===== config.mk =====
export PLATFORM = sky130hd
export DESIGN_NAME = ysyx_22050078_mem_arb
export DESIGN_NICKNAME = d
export VERILOG_FILES = /design/src/rtl/ysyx_22050078_mem_arb.sv
export SDC_FILE = /design/constraint.sdc
export NUM_CORES = 1
export LEC_CHECK = 0
export CORE_AREA = 2 2 212 214
export CTS_CLUSTER_SIZE = 14
export DETAILED_ROUTE_END_ITERATION = 10
export DIE_AREA = 0 0 214 216
export HOLD_SLACK_MARGIN = 0.1
export SLEW_MARGIN = 10
export SYNTH_ARGS = -nofsm -noshare
export SYNTH_HDL_FRONTEND = slang
export SYNTH_SLANG_ARGS = --single-unit

===== constraint.sdc =====
create_clock -name clk -period 2.4 [get_ports clk]
set_clock_uncertainty 0.05 [all_clocks]
set_input_delay 0.48 -clock clk [delete_from_list [all_inputs] [get_ports clk]]
set_output_delay 0.48 -clock clk [all_outputs]
set_load 0.01 [all_outputs]

===== src/rtl/ysyx_22050078_mem_arb.sv =====
// Round-robin arbiter sharing one memory port between IFU (read-only) and LSU.
// One transaction in flight; the response is routed to its owner, and WAIT is bounded by TIMEOUT.
module ysyx_22050078_mem_arb #(
  parameter int ADDR_W  = 64,
  parameter int DATA_W  = 64,
  parameter int TIMEOUT = 256
) (
  input  logic                  clk,
  input  logic                  rst_n,
  input  logic                  ifu_req_valid,
  output logic                  ifu_req_ready,
  input  logic [ADDR_W-1:0]     ifu_addr,
  output logic                  ifu_rsp_valid,
  output logic [DATA_W-1:0]     ifu_rsp_data,
  output logic                  ifu_rsp_err,
  input  logic                  lsu_req_valid,
  output logic                  lsu_req_ready,
  input  logic [ADDR_W-1:0]     lsu_addr,
  input  logic                  lsu_wen,
  input  logic [DATA_W-1:0]     lsu_wdata,
  input  logic [DATA_W/8-1:0]   lsu_wmask,
  output logic                  lsu_rsp_valid,
  output logic [DATA_W-1:0]     lsu_rsp_data,
  output logic                  lsu_rsp_err,
  output logic                  m_req_valid,
  input  logic                  m_req_ready,
  output logic [ADDR_W-1:0]     m_addr,
  output logic                  m_wen,
  output logic [DATA_W-1:0]     m_wdata,
  output logic [DATA_W/8-1:0]   m_wmask,
  input  logic                  m_rsp_valid,
  input  logic [DATA_W-1:0]     m_rsp_data,
  output logic                  spurious_err
);

  typedef enum logic [1:0] {S_IDLE = 2'd0, S_REQ = 2'd1, S_WAIT = 2'd2} state_t;

  localparam int              CNT_W    = (TIMEOUT > 0) ? $clog2(TIMEOUT + 1) : 1;
  localparam logic [CNT_W-1:0] CNT_LAST = CNT_W'((TIMEOUT > 0) ? TIMEOUT - 1 : 0);
  localparam bit              TO_EN    = (TIMEOUT > 0);

  state_t           state;
  logic             owner_lsu;
  logic             last_lsu;
  logic [CNT_W-1:0] cnt;

  logic grant_lsu, grant_ifu;
  logic timeout_hit, rsp_fire;

  // On a tie the requester that did not win last time gets the port.
  assign grant_lsu = (state == S_IDLE) && lsu_req_valid && !(ifu_req_valid && last_lsu);
  assign grant_ifu = (state == S_IDLE) && ifu_req_valid && !grant_lsu;

  assign ifu_req_ready = grant_ifu;
  assign lsu_req_ready = grant_lsu;
  assign m_req_valid   = (state == S_REQ);

  assign timeout_hit = TO_EN && (cnt == CNT_LAST);
  assign rsp_fire    = (state == S_WAIT) && (m_rsp_valid || timeout_hit);

  // A real response always takes priority over an abort in the same cycle.
  assign ifu_rsp_valid = rsp_fire && !owner_lsu;
  assign ifu_rsp_err   = ifu_rsp_valid && !m_rsp_valid;
  assign ifu_rsp_data  = (ifu_rsp_valid && m_rsp_valid) ? m_rsp_data : '0;
  assign lsu_rsp_valid = rsp_fire && owner_lsu;
  assign lsu_rsp_err   = lsu_rsp_valid && !m_rsp_valid;
  assign lsu_rsp_data  = (lsu_rsp_valid && m_rsp_valid) ? m_rsp_data : '0;

  always_ff @(posedge clk or negedge rst_n) begin
    if (!rst_n) begin
      state        <= S_IDLE;
      owner_lsu    <= 1'b0;
      last_lsu     <= 1'b0;
      cnt          <= '0;
      m_addr       <= '0;
      m_wen        <= 1'b0;
      m_wdata      <= '0;
      m_wmask      <= '0;
      spurious_err <= 1'b0;
    end else begin
      if (m_rsp_valid && (state != S_WAIT)) spurious_err <= 1'b1;
      case (state)
        S_IDLE: begin
          if (grant_lsu) begin
            m_addr    <= lsu_addr;
            m_wen     <= lsu_wen;
            m_wdata   <= lsu_wdata;
            m_wmask   <= lsu_wmask;
            owner_lsu <= 1'b1;
            last_lsu  <= 1'b1;
            state     <= S_REQ;
          end else if (grant_ifu) begin
            m_addr    <= ifu_addr;
            m_wen     <= 1'b0;
            m_wdata   <= '0;
            m_wmask   <= '0;
            owner_lsu <= 1'b0;
            last_lsu  <= 1'b0;
            state     <= S_REQ;
          end
        end
        S_REQ: begin
          if (m_req_ready) begin
            state <= S_WAIT;
            cnt   <= '0;
          end
        end
        S_WAIT: begin
          if (rsp_fire) state <= S_IDLE;
          else          cnt   <= cnt + CNT_W'(1);
        end
        default: state <= S_IDLE;
      endcase
    end
  end

endmodule

# --- After elaboration in Yosys (flattened, before gate mapping) ---
# Index checks and enable logic that the tools add are counted.
totals:
  wordCells: 60
  input_bits: 271
  register_bits: 150
op_classes:
  eq_ne: 8
  n_reduce_logical: 24
  add_sub_neg: 1
  n_mux: 19
ops:
  columns: ["operator", "count"]
  rows:
  - ["$mux 64", 6]
  - ["$mux 9", 2]
  - ["$pmux 9 s2", 1]
  - ["$mux 8", 2]
  - ["$logic_and 1x1->1", 13]
  - ["$add 9x1->9 const B", 1]
  - ["$eq 9x8->1 const B", 1]
  - ["$mux 2", 4]
  - ["$ne 2x2->1 const B", 3]
  - ["$pmux 2 s3", 1]
  - ["$reduce_and 3->1", 2]
  - ["$logic_not 1->1", 4]
  - ["$reduce_bool 2->1", 2]
  - ["$mux 1", 3]
  - ["$ne 3x3->1 const B", 1]
  - ["$eq 2x1->1 const B", 1]
  - ["$eq 2x2->1 const B", 1]
  - ["$logic_not 2->1", 1]
  - ["$ne 2x1->1 const B", 1]
  - ["$reduce_and 2->1", 1]
  - ["$logic_or 1x1->1", 1]

# --- Depth between registers and ports, before layout ---
depth:
  word_depth: 8
  ltp_mapped: 8
  depth_no_buf: 7

# --- Least setup slack after synthesis ---
# No wires, ideal clock.
synth_timing:
  path_kind: "register -> register"
  startpoint: "reg cnt[0]"
  endpoint: "reg cnt[5]"
  setup_time_ps: 77
  path_stages_with_launch: 8
  period_less_slack_ps: 2167
  setup_slack_ps: 233
  path_buffers: 0
  arrival_time_ps: 2040
  t_required_ps: 2273
  path_cell_list: "dfrtp_1 -> ha_1 -> nand3_1 -> nor2_1 -> ha_1 -> or4b_4 -> or4_1 -> a21oi_1"
synth_via:
  elab_chain_len: 5
  word_cells_on_any_way: 8
  cone_classes: "add/sub (1); eq/ne (2); mux (2); reduce/logical (3)"
synth_lines:
  columns: ["element", "line_no", "text"]
  rows:
  - ["start, declared", "45", "logic [CNT_W-1:0] cnt;"]
  - ["start signal, assigned", "110", "else cnt <= cnt + CNT_W'(1);"]
  - ["parallel branches: the longest is 5 deep, another holds $add 9x1->9", null, null]
# Several ways; the timed one is not identified. The select of a mux whose other input is x is not followed.
# A chain may end at the register's enable or synchronous reset.

# --- Worst setup path after layout ---
layout_timing:
  startpoint: "reg state[0]"
  endpoint: "out ifu_rsp_data[52]"
layout_via:
  elab_chain_len: 5
layout_lines:
  columns: ["element", "line_no", "text"]
  rows:
  - ["start, declared", "42", "state_t state;"]
  - ["start signal, assigned", "71", "state <= S_IDLE;"]
  - ["start signal, assigned", "91", "state <= S_REQ;"]
  - ["start signal, assigned", "99", "state <= S_REQ;"]
  - ["$eq 2x2->1", "59", "assign rsp_fire = (state == S_WAIT) && (m_rsp_valid || timeout_hit);"]
  - ["$logic_and 1x1->1", "59", null]
  - ["$logic_and 1x1->1", "62", "assign ifu_rsp_valid = rsp_fire && !owner_lsu;"]
  - ["$logic_and 1x1->1", "64", "assign ifu_rsp_data = (ifu_rsp_valid && m_rsp_valid) ? m_rsp_data : '0;"]
  - ["$mux 64", "64", null]
  - ["end, declared", "14", "output logic [DATA_W-1:0] ifu_rsp_data,"]
# No other way between the ends.

==> metrics.md <==
| Metric | Value |
|---|---|
| Fill count | between 4000 and 5000 |
| CTS tree | yes |
| Routed Wire Length | between 30 and 40 mm |
| Mapped Cells | between 700 and 800 |
| Clk root buf | clkbuf_16 |
| Vias per Instance | ~4.4 |
| Vias in the first global route | ~8500 |
| Startpoint type of the worst setup path | flop |
| Tot Pwr | 0.0146 W |
| I/O Buffers | about 540 |
| Dpl cells | around 1900 |
| Post-layout net count | 1596 |
| Crit Path Max Fanout | 8 |
| Worst setup EP type | output pin |
| Max-cap check violation count | 0 |
| Final-report setup violation count | 24 |
| Site Rows | 77 |
| WP data required | ~1.9 ns |
| CTS H-Tree Depth | 4 |
| Die Wd | between 200 and 250 um |
| Remaining global-route overflow | 0 |
| Fin crit share | 104% |
| Post-route DRC | 0 |
| FMAX | roughly 0.4 GHz |
| Syn-to-layout area delta | 106% |
| Final slew viol count | 0 |
| Via count | 8468 |
| Worst-path clk slew | approximately 0.070 ns |
| Pleak | between 6 and 7 nW |
| Largest net degree at the start of global routing | 61 |
| Post-layout util | a little over a third |
| Worst IR Drop VDD | 0.000471 V |
| Violations in the final reports | setup timing |
| CTS buffer count | 17 |
| Antenna violations before repair | 3 |
| Finished Layout Cells | approximately 1900 |
| Post-synth EDFFs | 0 |
| Hold Violations, Final | 0 |
| Asr flop ratio synth | 100% |
| Global Route Usage Sum | roughly 16% |
| Dpl ws | -0.432 ns |
| Register area | 3750 um^2 |
| Final min period | about 2.5 ns |
| Setup ws final | -0.0890 ns |
| Worst Setup Path Type | flop to output pin |
| Actual slew at the worst max-slew pin | between 0.7 and 0.8 ns |
| Clk_lat worst skew | ~0.45 ns |
| Routed Antenna Nets | 0 |
| Worst slew margin | ~48% |
| Post-synthesis sequential area ratio | about half |
| Synth unique cells | 34 |
| Synth Warn # | 0 |
| Arr. time, crit path | roughly 2 ns |
| Router iterations before antenna repair | 4 |
| First-pass GRT wire length | roughly 56 mm |
| Most common cell after layout, fill and taps aside | clkdlybuf4s50_1 |
| Initial Utilization | between 10% and 20% |
| TritonCTS sink count | 150 |
| Ys flop type | dfrtp_1 |
| Synth Cell Area | around 7500 um^2 |
| Commonest cells after routing, fill and taps aside | clkdlybuf4s50_1, dfrtp_1, buf_6 |
| HPWL after detailed placement | about 28 mm |
| GP Congestion | 0.978 |
| Wire per inst | just over 20 um |
| Syn Area/Cell | about 10 um^2 |
| Status | complete, but fails checks |
| Hold Path Class | flop to flop |
| PwrDens | 946 nW/um^2 |
| I/O Pins | ~540 |
| Syn Nets | 1027 |
| Area of the multi-input gates | between 3000 and 4000 um^2 |
| Die ar. | 46200 um^2 |
| Clock Tree Buf Depth | 2 |
| RSZ-0062 raised after global routing | yes |
| 1st-iter DRT viols | about 460 |
| Die Y | roughly 220 um |
| CORE AREA | roughly 44000 um^2 |
| Layout cells sized above 1 | between 20% and 30% |
| Yosys reg bits | 150 |
==> what timing repair did <==
| action | in CTS | in global routing |
|---|---|---|
| setup endpoints to repair | 137 | 193 |
| cloned | 7 | 8 |
| pin swaps | 2 | 39 |
| hold endpoints to repair | 43 | 0 |
| setup buffers | 16 | 6 |
| resized for setup | 558 | 234 |
| hold buffers | 1 | 0 |
==> cell usage after synthesis (3+ instances only) <==
cell type | count | area [um^2]
a21oi_1 | 5 | 25.0
a22o_1 | 73 | 639
and2_1 | 129 | 807
buf_1 | 9 | 33.8
clkbuf_1 | 68 | 255
dfrtp_1 | 150 | 3750
inv_1 | 68 | 255
nand2_1 | 9 | 33.8
nand2b_1 | 3 | 18.8
nand3_1 | 6 | 30.0
nor2_1 | 7 | 26.3
o2111ai_1 | 64 | 561
o211ai_1 | 64 | 480
o21ai_0 | 69 | 345
o31ai_1 | 3 | 22.5
or4_1 | 3 | 22.5
==> metal layers <==
metal | track usage (%) | wire length, um | vias to the layer above
met5 | 0 | 24 | -
met4 | 4.99 | 650 | 4
met3 | 5.37 | 3020 | 37
met2 | 25.5 | 18600 | 347
met1 | 21.0 | 17600 | 4188
li1 | - | - | 3892
==> critical path, stage by stage, from the launching register on <==
cell	delay, ns
dfrtp_1	0.40
nand2b_4	0.16
nor3b_4	0.23
buf_6	0.19
buf_12	0.13
buf_16	0.13
and2_4	0.15
buf_6	0.09
==> where the power goes <==
group	internal [W]	switching (W)	total [W]
logic	0.00407	0.00364	0.00771
registers	0.00356	0.000592	0.00415
clock network	0.00152	0.00123	0.00275
==> registers in the layout, indices dropped and copies added (netlist names) <==
signal and cells:
m_wen 1, m_wdata 64, m_wmask 8, state 2, m_addr 64, last_lsu 1, cnt 9, spurious_err 1
==> layout make-up <==
cell class / instances / area share (%)
antenna: 2 / 0.0324
clock buffer: 19 / 2.93
clock inverter: 13 / 0.867
inverter: 69 / 1.73
multi-input combinational: 457 / 23.1
sequential: 150 / 24.3
tap: 592 / 4.80
timing repair buffer: 628 / 42.2
==> through the flow <==
step           cell area (um^2)  setup TNS [ns]  hold slack [ns]
3_5_place_dp              13900          -46.68            0.394
4_1_cts                   14400          -0.531            0.410
6_report                  15400           -1.48            0.407
5_1_grt                   15400           -7.89            0.429
3_3_place_gp              13900          -43.86            0.391
2_1_floorplan              7500               0            0.134
==> worst paths after layout <==
check	end	start	cells after the start	slack, ns
min	spurious_err	spurious_err	1	0.41
max in group asynchronous	m_addr[11]	rst_n	3	1.07
min reg2reg	spurious_err	spurious_err	1	0.41
max reg2reg	cnt[7]	cnt[0]	8	0.04
max	ifu_rsp_data[52]	state[0]	7	-0.09
min in group asynchronous	m_wmask[0]	rst_n	2	0.51
==> cell families after synthesis <==
group	after synthesis	share of synthesized area, %
AO/OA/AOI/OAI	281	28.0
adder cells (fa/ha/maj)	2	0.333
buffers and inverters	148	7.52
flip-flops	150	50.0
multiplexers	2	0.283
AND/OR/NAND/NOR	171	13.9
Note: power is estimated with default switching activity, not from simulation.
